File: src/rtl/sdram_arb_pkg.sv
// Shared definitions for the three-channel SDRAM command arbiter: channel indices,
// FSM state encoding and the command record handed to the SDRAM controller.
package sdram_arb_pkg;

  localparam int N_CH   = 3;
  localparam int CH_CHR = 0;
  localparam int CH_PRG = 1;
  localparam int CH_AUX = 2;

  localparam int ARB_ADDR_BITS = 22;
  localparam int ARB_DATA_BITS = 16;

  typedef enum logic [1:0] {
    IDLE  = 2'd0,
    ISSUE = 2'd1,
    WAIT  = 2'd2
  } arb_state_t;

  // Sized for the default SDRAM geometry used by the arbiter.
  typedef struct packed {
    logic                         we;
    logic [ARB_ADDR_BITS-1:0]     addr;
    logic [ARB_DATA_BITS-1:0]     wdata;
    logic [ARB_DATA_BITS/8-1:0]   wmask;
  } mem_cmd_t;

endpackage

File: src/rtl/sdram_arb_pick.sv
// Combinational grant selector: fixed priority CHR > PRG > AUX, except that a
// starving AUX request wins outright when starve_force is raised.
module sdram_arb_pick
  import sdram_arb_pkg::*;
(
  input  logic [N_CH-1:0] pending,
  input  logic            starve_force,
  output logic            grant_valid,
  output logic [1:0]      grant_idx
);

  always_comb begin
    grant_valid = |pending;
    grant_idx   = 2'd0;
    if (pending[CH_AUX] && starve_force) begin
      grant_idx = 2'(CH_AUX);
    end else if (pending[CH_CHR]) begin
      grant_idx = 2'(CH_CHR);
    end else if (pending[CH_PRG]) begin
      grant_idx = 2'(CH_PRG);
    end else if (pending[CH_AUX]) begin
      grant_idx = 2'(CH_AUX);
    end
  end

endmodule

File: src/rtl/sdram_arbiter.sv
// Arbitrates CHR, PRG and AUX toggle-handshake requesters onto one SDRAM command port.
// Optional WAIT-state timeout with sticky err is enabled by defining SDRAM_ARB_TIMEOUT_EN.
module sdram_arbiter
  import sdram_arb_pkg::*;
#(
  parameter int ADDR_BITS  = ARB_ADDR_BITS,
  parameter int DATA_BITS  = ARB_DATA_BITS,
  parameter int STARVE_MAX = 8
`ifdef SDRAM_ARB_TIMEOUT_EN
  ,
  parameter int TIMEOUT    = 64
`endif
)
(
  input  logic                                 clk,
  input  logic                                 reset_n,
  input  logic [N_CH-1:0]                      req,
  output logic [N_CH-1:0]                      ack,
  input  logic [N_CH-1:0]                      we,
  input  logic [N_CH-1:0][ADDR_BITS-1:0]       addr,
  input  logic [N_CH-1:0][DATA_BITS-1:0]       wdata,
  input  logic [N_CH-1:0][DATA_BITS/8-1:0]     wmask,
  output logic [N_CH-1:0][DATA_BITS-1:0]       rdata,
  output logic                                 mem_valid,
  input  logic                                 mem_ready,
  output logic                                 mem_we,
  output logic [ADDR_BITS-1:0]                 mem_addr,
  output logic [DATA_BITS-1:0]                 mem_wdata,
  output logic [DATA_BITS/8-1:0]               mem_wmask,
  input  logic                                 mem_done,
  input  logic [DATA_BITS-1:0]                 mem_rdata,
  output logic                                 busy,
  output logic                                 err
);

  localparam int SW = $clog2(STARVE_MAX + 1);

  arb_state_t      state;
  logic [1:0]      grant;
  logic [SW-1:0]   starve_cnt;
  logic [N_CH-1:0] pending;
  logic            starve_force;
  logic            pick_valid;
  logic [1:0]      pick_idx;
  mem_cmd_t        sel_cmd;
  logic            timeout_now;
  logic            complete;
  logic [DATA_BITS-1:0] result_data;

  assign pending      = req ^ ack;
  assign starve_force = (starve_cnt == SW'(STARVE_MAX));
  assign busy         = (state != IDLE);
  assign complete     = (state == WAIT) && (mem_done || timeout_now);
  assign result_data  = timeout_now ? '1 : mem_rdata;

  sdram_arb_pick u_pick (
    .pending      (pending),
    .starve_force (starve_force),
    .grant_valid  (pick_valid),
    .grant_idx    (pick_idx)
  );

  always_comb begin
    sel_cmd = '0;
    for (int i = 0; i < N_CH; i++) begin
      if (pick_idx == 2'(i)) begin
        sel_cmd.we    = we[i];
        sel_cmd.addr  = addr[i];
        sel_cmd.wdata = wdata[i];
        sel_cmd.wmask = wmask[i];
      end
    end
  end

  // The command is registered in IDLE so mem_valid never depends combinationally on req.
  always_ff @(posedge clk) begin
    if (!reset_n) begin
      state      <= IDLE;
      grant      <= 2'd0;
      starve_cnt <= '0;
      mem_valid  <= 1'b0;
      mem_we     <= 1'b0;
      mem_addr   <= '0;
      mem_wdata  <= '0;
      mem_wmask  <= '0;
    end else begin
      case (state)
        IDLE: begin
          if (!pending[CH_AUX]) begin
            starve_cnt <= '0;
          end else if (pick_valid) begin
            if (pick_idx == 2'(CH_AUX)) begin
              starve_cnt <= '0;
            end else if (!starve_force) begin
              starve_cnt <= starve_cnt + 1'b1;
            end
          end
          if (pick_valid) begin
            grant     <= pick_idx;
            mem_valid <= 1'b1;
            mem_we    <= sel_cmd.we;
            mem_addr  <= sel_cmd.addr;
            mem_wdata <= sel_cmd.wdata;
            mem_wmask <= sel_cmd.wmask;
            state     <= ISSUE;
          end
        end
        ISSUE: begin
          if (mem_ready) begin
            mem_valid <= 1'b0;
            state     <= WAIT;
          end
        end
        WAIT: begin
          if (complete) begin
            state <= IDLE;
          end
        end
        default: state <= IDLE;
      endcase
    end
  end

  // Completion: reads capture data, writes leave rdata alone; ack follows req for the grant.
  always_ff @(posedge clk) begin
    if (!reset_n) begin
      ack   <= '0;
      rdata <= '0;
    end else if (complete) begin
      for (int i = 0; i < N_CH; i++) begin
        if (grant == 2'(i)) begin
          ack[i] <= req[i];
          if (!mem_we) begin
            rdata[i] <= result_data;
          end
        end
      end
    end
  end

`ifdef SDRAM_ARB_TIMEOUT_EN
  localparam int TW = $clog2(TIMEOUT + 1);

  logic [TW-1:0] wait_cnt;
  logic          err_q;

  assign timeout_now = (state == WAIT) && !mem_done && (wait_cnt == TW'(TIMEOUT - 1));
  assign err         = err_q;

  always_ff @(posedge clk) begin
    if (!reset_n) begin
      wait_cnt <= '0;
      err_q    <= 1'b0;
    end else begin
      if (state == ISSUE && mem_ready) begin
        wait_cnt <= '0;
      end else if (state == WAIT && !complete) begin
        wait_cnt <= wait_cnt + 1'b1;
      end
      if (timeout_now) begin
        err_q <= 1'b1;
      end
    end
  end
`else
  assign timeout_now = 1'b0;
  assign err         = 1'b0;
`endif

endmodule

File: config.mk
export PLATFORM = sky130hd
export DESIGN_NAME = sdram_arbiter
export DESIGN_NICKNAME = d
export VERILOG_FILES = /design/src/rtl/sdram_arb_pkg.sv /design/src/rtl/sdram_arb_pick.sv /design/src/rtl/sdram_arbiter.sv
export SDC_FILE = /design/constraint.sdc
export NUM_CORES = 1
export LEC_CHECK = 0
export ABC_AREA = 1
export CORE_ASPECT_RATIO = 0.8
export CORE_MARGIN = 1
export CORE_UTILIZATION = 40
export CTS_CLUSTER_DIAMETER = 80
export CTS_CLUSTER_SIZE = 28
export DETAILED_ROUTE_END_ITERATION = 10
export GPL_TIMING_DRIVEN = 0
export PLACE_DENSITY = 0.79
export SKIP_LAST_GASP = 1
export SYNTH_ARGS = -nofsm -noshare
export SYNTH_HDL_FRONTEND = slang
export SYNTH_SLANG_ARGS = --single-unit
File: constraint.sdc
create_clock -name clk -period 4.7 [get_ports clk]
set_clock_uncertainty 0.05 [all_clocks]
set_input_delay 0.94 -clock clk [delete_from_list [all_inputs] [get_ports clk]]
set_output_delay 0.94 -clock clk [all_outputs]
set_load 0.01 [all_outputs]
==> results.md <==
* Run status: finished clean
* Yosys warns at 0
* Netlist cell types at 34
* Count leader, synth: nor2_1
* Share of cells above drive strength 1 at 0.0950
* Htree depth at 3
* Register area at 2020 um^2
* CP delay by family, top: buffers and inverters
* GP Congestion at 0.807
* Initial Utilization at 0.415
* Top cell type's share of synthesized area at 0.397
* Initial DRT Pass Iterations at 4
* RSZ-0062 raised after global routing: no
* Routed Wire Length at 15.4 mm
* CP arrival at 1.60 ns
* Post-CTS resize count at 0
* Worst R2R End: mem_wdata[7]$_SDFFE_PN0P_
* Die width at 128 um
* Pwr Density at 285 nW/um^2
* CP Buf/Inv Count at 2
* Vias after detailed routing at 5,482
* Clock Latency Late Sink at 0.34 ns
* Slew @ Worst Pin at 0.545 ns
* Commonest cells in the netlist: 197 x nor2_1, 180 x nand2_1, 101 x dfxtp_1
* Final ANT Viol Nets at 0
* DP Worst Slack at 1.97 ns
* Crit path time final at 2.59 ns
* Area grow syn2layout at 56.5%
* Worst path cell trace: nor2_4 > inv_1 > clkdlybuf4s50_1
* Drc violations at 0
* Setup bufs post-CTS at 0
* N_diodes at 0
* Max clock buf depth at 2
* CP Launch Type: flip-flop
* Critical Path Source: state[1]$_SDFFE_PN0P_
* Number of flops mapped to enable cells by yosys at 0
* Worst stage delay on the critical path at 0.50 ns
* Root Driver: clkbuf_16
* Max Fclk at 386 MHz
* Main synth FF type: dfxtp_1
* Static Leak at 3.29 nW
* Max transition margin at 0.637
* Hold Vio Cnt, Final at 0
* Core Area at 12,300 um^2
* Flops & latches, synth at 101
* CTS tree: built
* Fin. max-slew vios at 0
* Seq/Total Area, Yosys at 0.397
* Setup-failing EPs final at 0
* Final worst slack at 2.11 ns
* Worst Setup End Kind: output pin
* Fill count at 1,141
* R2R Path Start: starve_cnt[0]$_SDFFE_PN0P_
* Vias in the first global route at 4,994
* Layout Nets at 1,153
* Final HPWL DP at 12.0 mm
* I/O pins at 241
* Starting DRT DRC Count at 228
* Clock slew at reported path FFs at 0.07 ns
* Largest cells by area after synthesis: dfxtp_1 40%, nor2_1 15%, nand2_1 13%
* Post-Syn Instances at 756
* Max Cap Viol at 0
* VDD IR max at 181 uV
* Multi-input logic area at 2590 um^2
* Avg Inst Size Synth at 6.74 um^2
* Wire length of the first global-routing pass at 24.0 mm
* GR Overflow Total at 0
* Die footprint at 13,200 um^2
* CP Data Required Time at 3.71 ns
* Row cnt at 36
* Final worst path period share at 0.552
* Clock sinks at 101
* GRT Total Usage at 0.232
* R2R Setup Slk at 2.95 ns
* DR WL/cell at 13.1 um
* WP depth at 3
* HP Class: reg2reg
* Worst-path fanout max at 10
* End point of the critical path: busy
* R2r worst-path depth at 9
* Buffers on Ports at 238
* Critical path class: reg2out
* Ys async rst share at 0
* Area of the mapped netlist at 5100 um^2
* Setup_tns at 0 ns
* Initial antenna violation count at 0
* Via/cell ratio at 4.64
* Area leader, netlist: dfxtp_1
* CP max-delay cell: clkdlybuf4s50_1
* Die Y at 103 um
* Syn_nets at 904
* CTS buffer count at 9
* Largest net degree at the start of global routing at 19
* CTS Hold Buffers Added at 0
## area by class of cell
cell class | count | share of cell area
Buffer | 43 | 0.0372
Clock inverter | 6 | 0.00675
Inverter | 47 | 0.0231
Timing Repair Buffer | 238 | 0.299
Sequential cell | 101 | 0.253
Clock buffer | 10 | 0.0287
Tap cell | 171 | 0.0268
Multi-Input combinational cell | 565 | 0.325
## placed cells by master (no fill, tap or decap), types with 2 or more instances in the layout
cell type        count
clkdlybuf4s50_1    238
nor2_1             197
nand2_1            180
dfxtp_1            101
o21ai_1             48
inv_1               37
a21oi_1             29
nand3_1             28
o21ai_0             20
nand4_1             17
buf_2               15
nor2_2              10
clkbuf_16            9
nand2_4              8
clkbuf_1             8
buf_4                8
inv_2                7
buf_6                7
a21oi_2              7
nand2_2              4
nor3_4               3
buf_1                3
inv_6                3
buf_8                3
nand3_4              2
clkinv_2             2
nand3b_1             2
ha_1                 2
clkinv_4             2
## where the power goes
| part | total (mW) | switching [mW] | internal [mW] |
|---|---|---|---|
| Combinational | 0.610 | 0.294 | 0.317 |
| Sequential | 0.951 | 0.0354 | 0.916 |
| Clock | 0.714 | 0.345 | 0.369 |
## kinds of logic (layout without fill, tap and decap cells)
kind of cell | Yosys count | after routing | share of synthesized area
adder cells (fa/ha/maj) | 2 | 2 | 0.00491
flip-flops | 101 | 101 | 0.397
XOR/XNOR | 2 | 2 | 0.00344
AND/OR/NAND/NOR | 455 | 455 | 0.390
buffers and inverters | 90 | 344 | 0.0943
other | 1 | 1 | 0.000736
AO/OA/AOI/OAI | 105 | 105 | 0.110
## how the worst min path moves through the flow
stage                     cells after the start  slack [ns]                         end                  startpoint
after floorplan                               2        0.42  starve_cnt[0]$_SDFFE_PN0P_  starve_cnt[0]$_SDFFE_PN0P_
after global placement                        2        0.40      mem_valid$_SDFFE_PN0P_      mem_valid$_SDFFE_PN0P_
after detailed placement                      2        0.42       rdata[2]$_SDFFE_PN0P_       rdata[2]$_SDFFE_PN0P_
after CTS                                     2        0.44       rdata[2]$_SDFFE_PN0P_       rdata[2]$_SDFFE_PN0P_
after global routing                          2        0.45       rdata[2]$_SDFFE_PN0P_       rdata[2]$_SDFFE_PN0P_
final                                         2        0.43       rdata[0]$_SDFFE_PN0P_       rdata[0]$_SDFFE_PN0P_
## metal layers
metal  share of wire  track usage  routed length [um]  up-vias
met5               0            0                   0        -
met4          0.0076       0.0597                 117        0
met3           0.065       0.0566                 998       10
met2            0.48        0.412                7450      175
met1            0.44        0.282                6850     2417
li1                -            -                   -     2880
## state kept, by name, indices dropped and copies added (netlist names)
register	cells
ack	3
grant	2
mem_addr	22
mem_valid	1
mem_wdata	16
mem_we	1
mem_wmask	2
rdata	48
starve_cnt	4
state	2
## metrics by stage
| stage | hold slack [ns] | utilization | total power, mW | std cells | cell area, um^2 |
|---|---|---|---|---|---|
| after CTS | 0.438 | 0.649 | 2.29 | 1181 | 7980 |
| after floorplan | 0.422 | - | 1.27 | 756 | 5100 |
| final | 0.433 | 0.649 | 2.28 | 1181 | 7980 |
| after detailed placement | 0.421 | 0.626 | 1.58 | 1165 | 7690 |
| after global routing | 0.449 | 0.649 | 2.39 | 1181 | 7980 |
| after global placement | 0.404 | 0.626 | 1.58 | 1165 | 7690 |
## worst reg2reg max path: stages, from the launching register on
cell and delay, ns:
dfxtp_1 0.37, inv_1 0.07, ha_1 0.19, nand3_1 0.11, inv_2 0.08, nand2_4 0.15, nand4_4 0.19, buf_4 0.23
nor2_1 0.13, nor2_1 0.06
(Power assumes the default switching activity.)
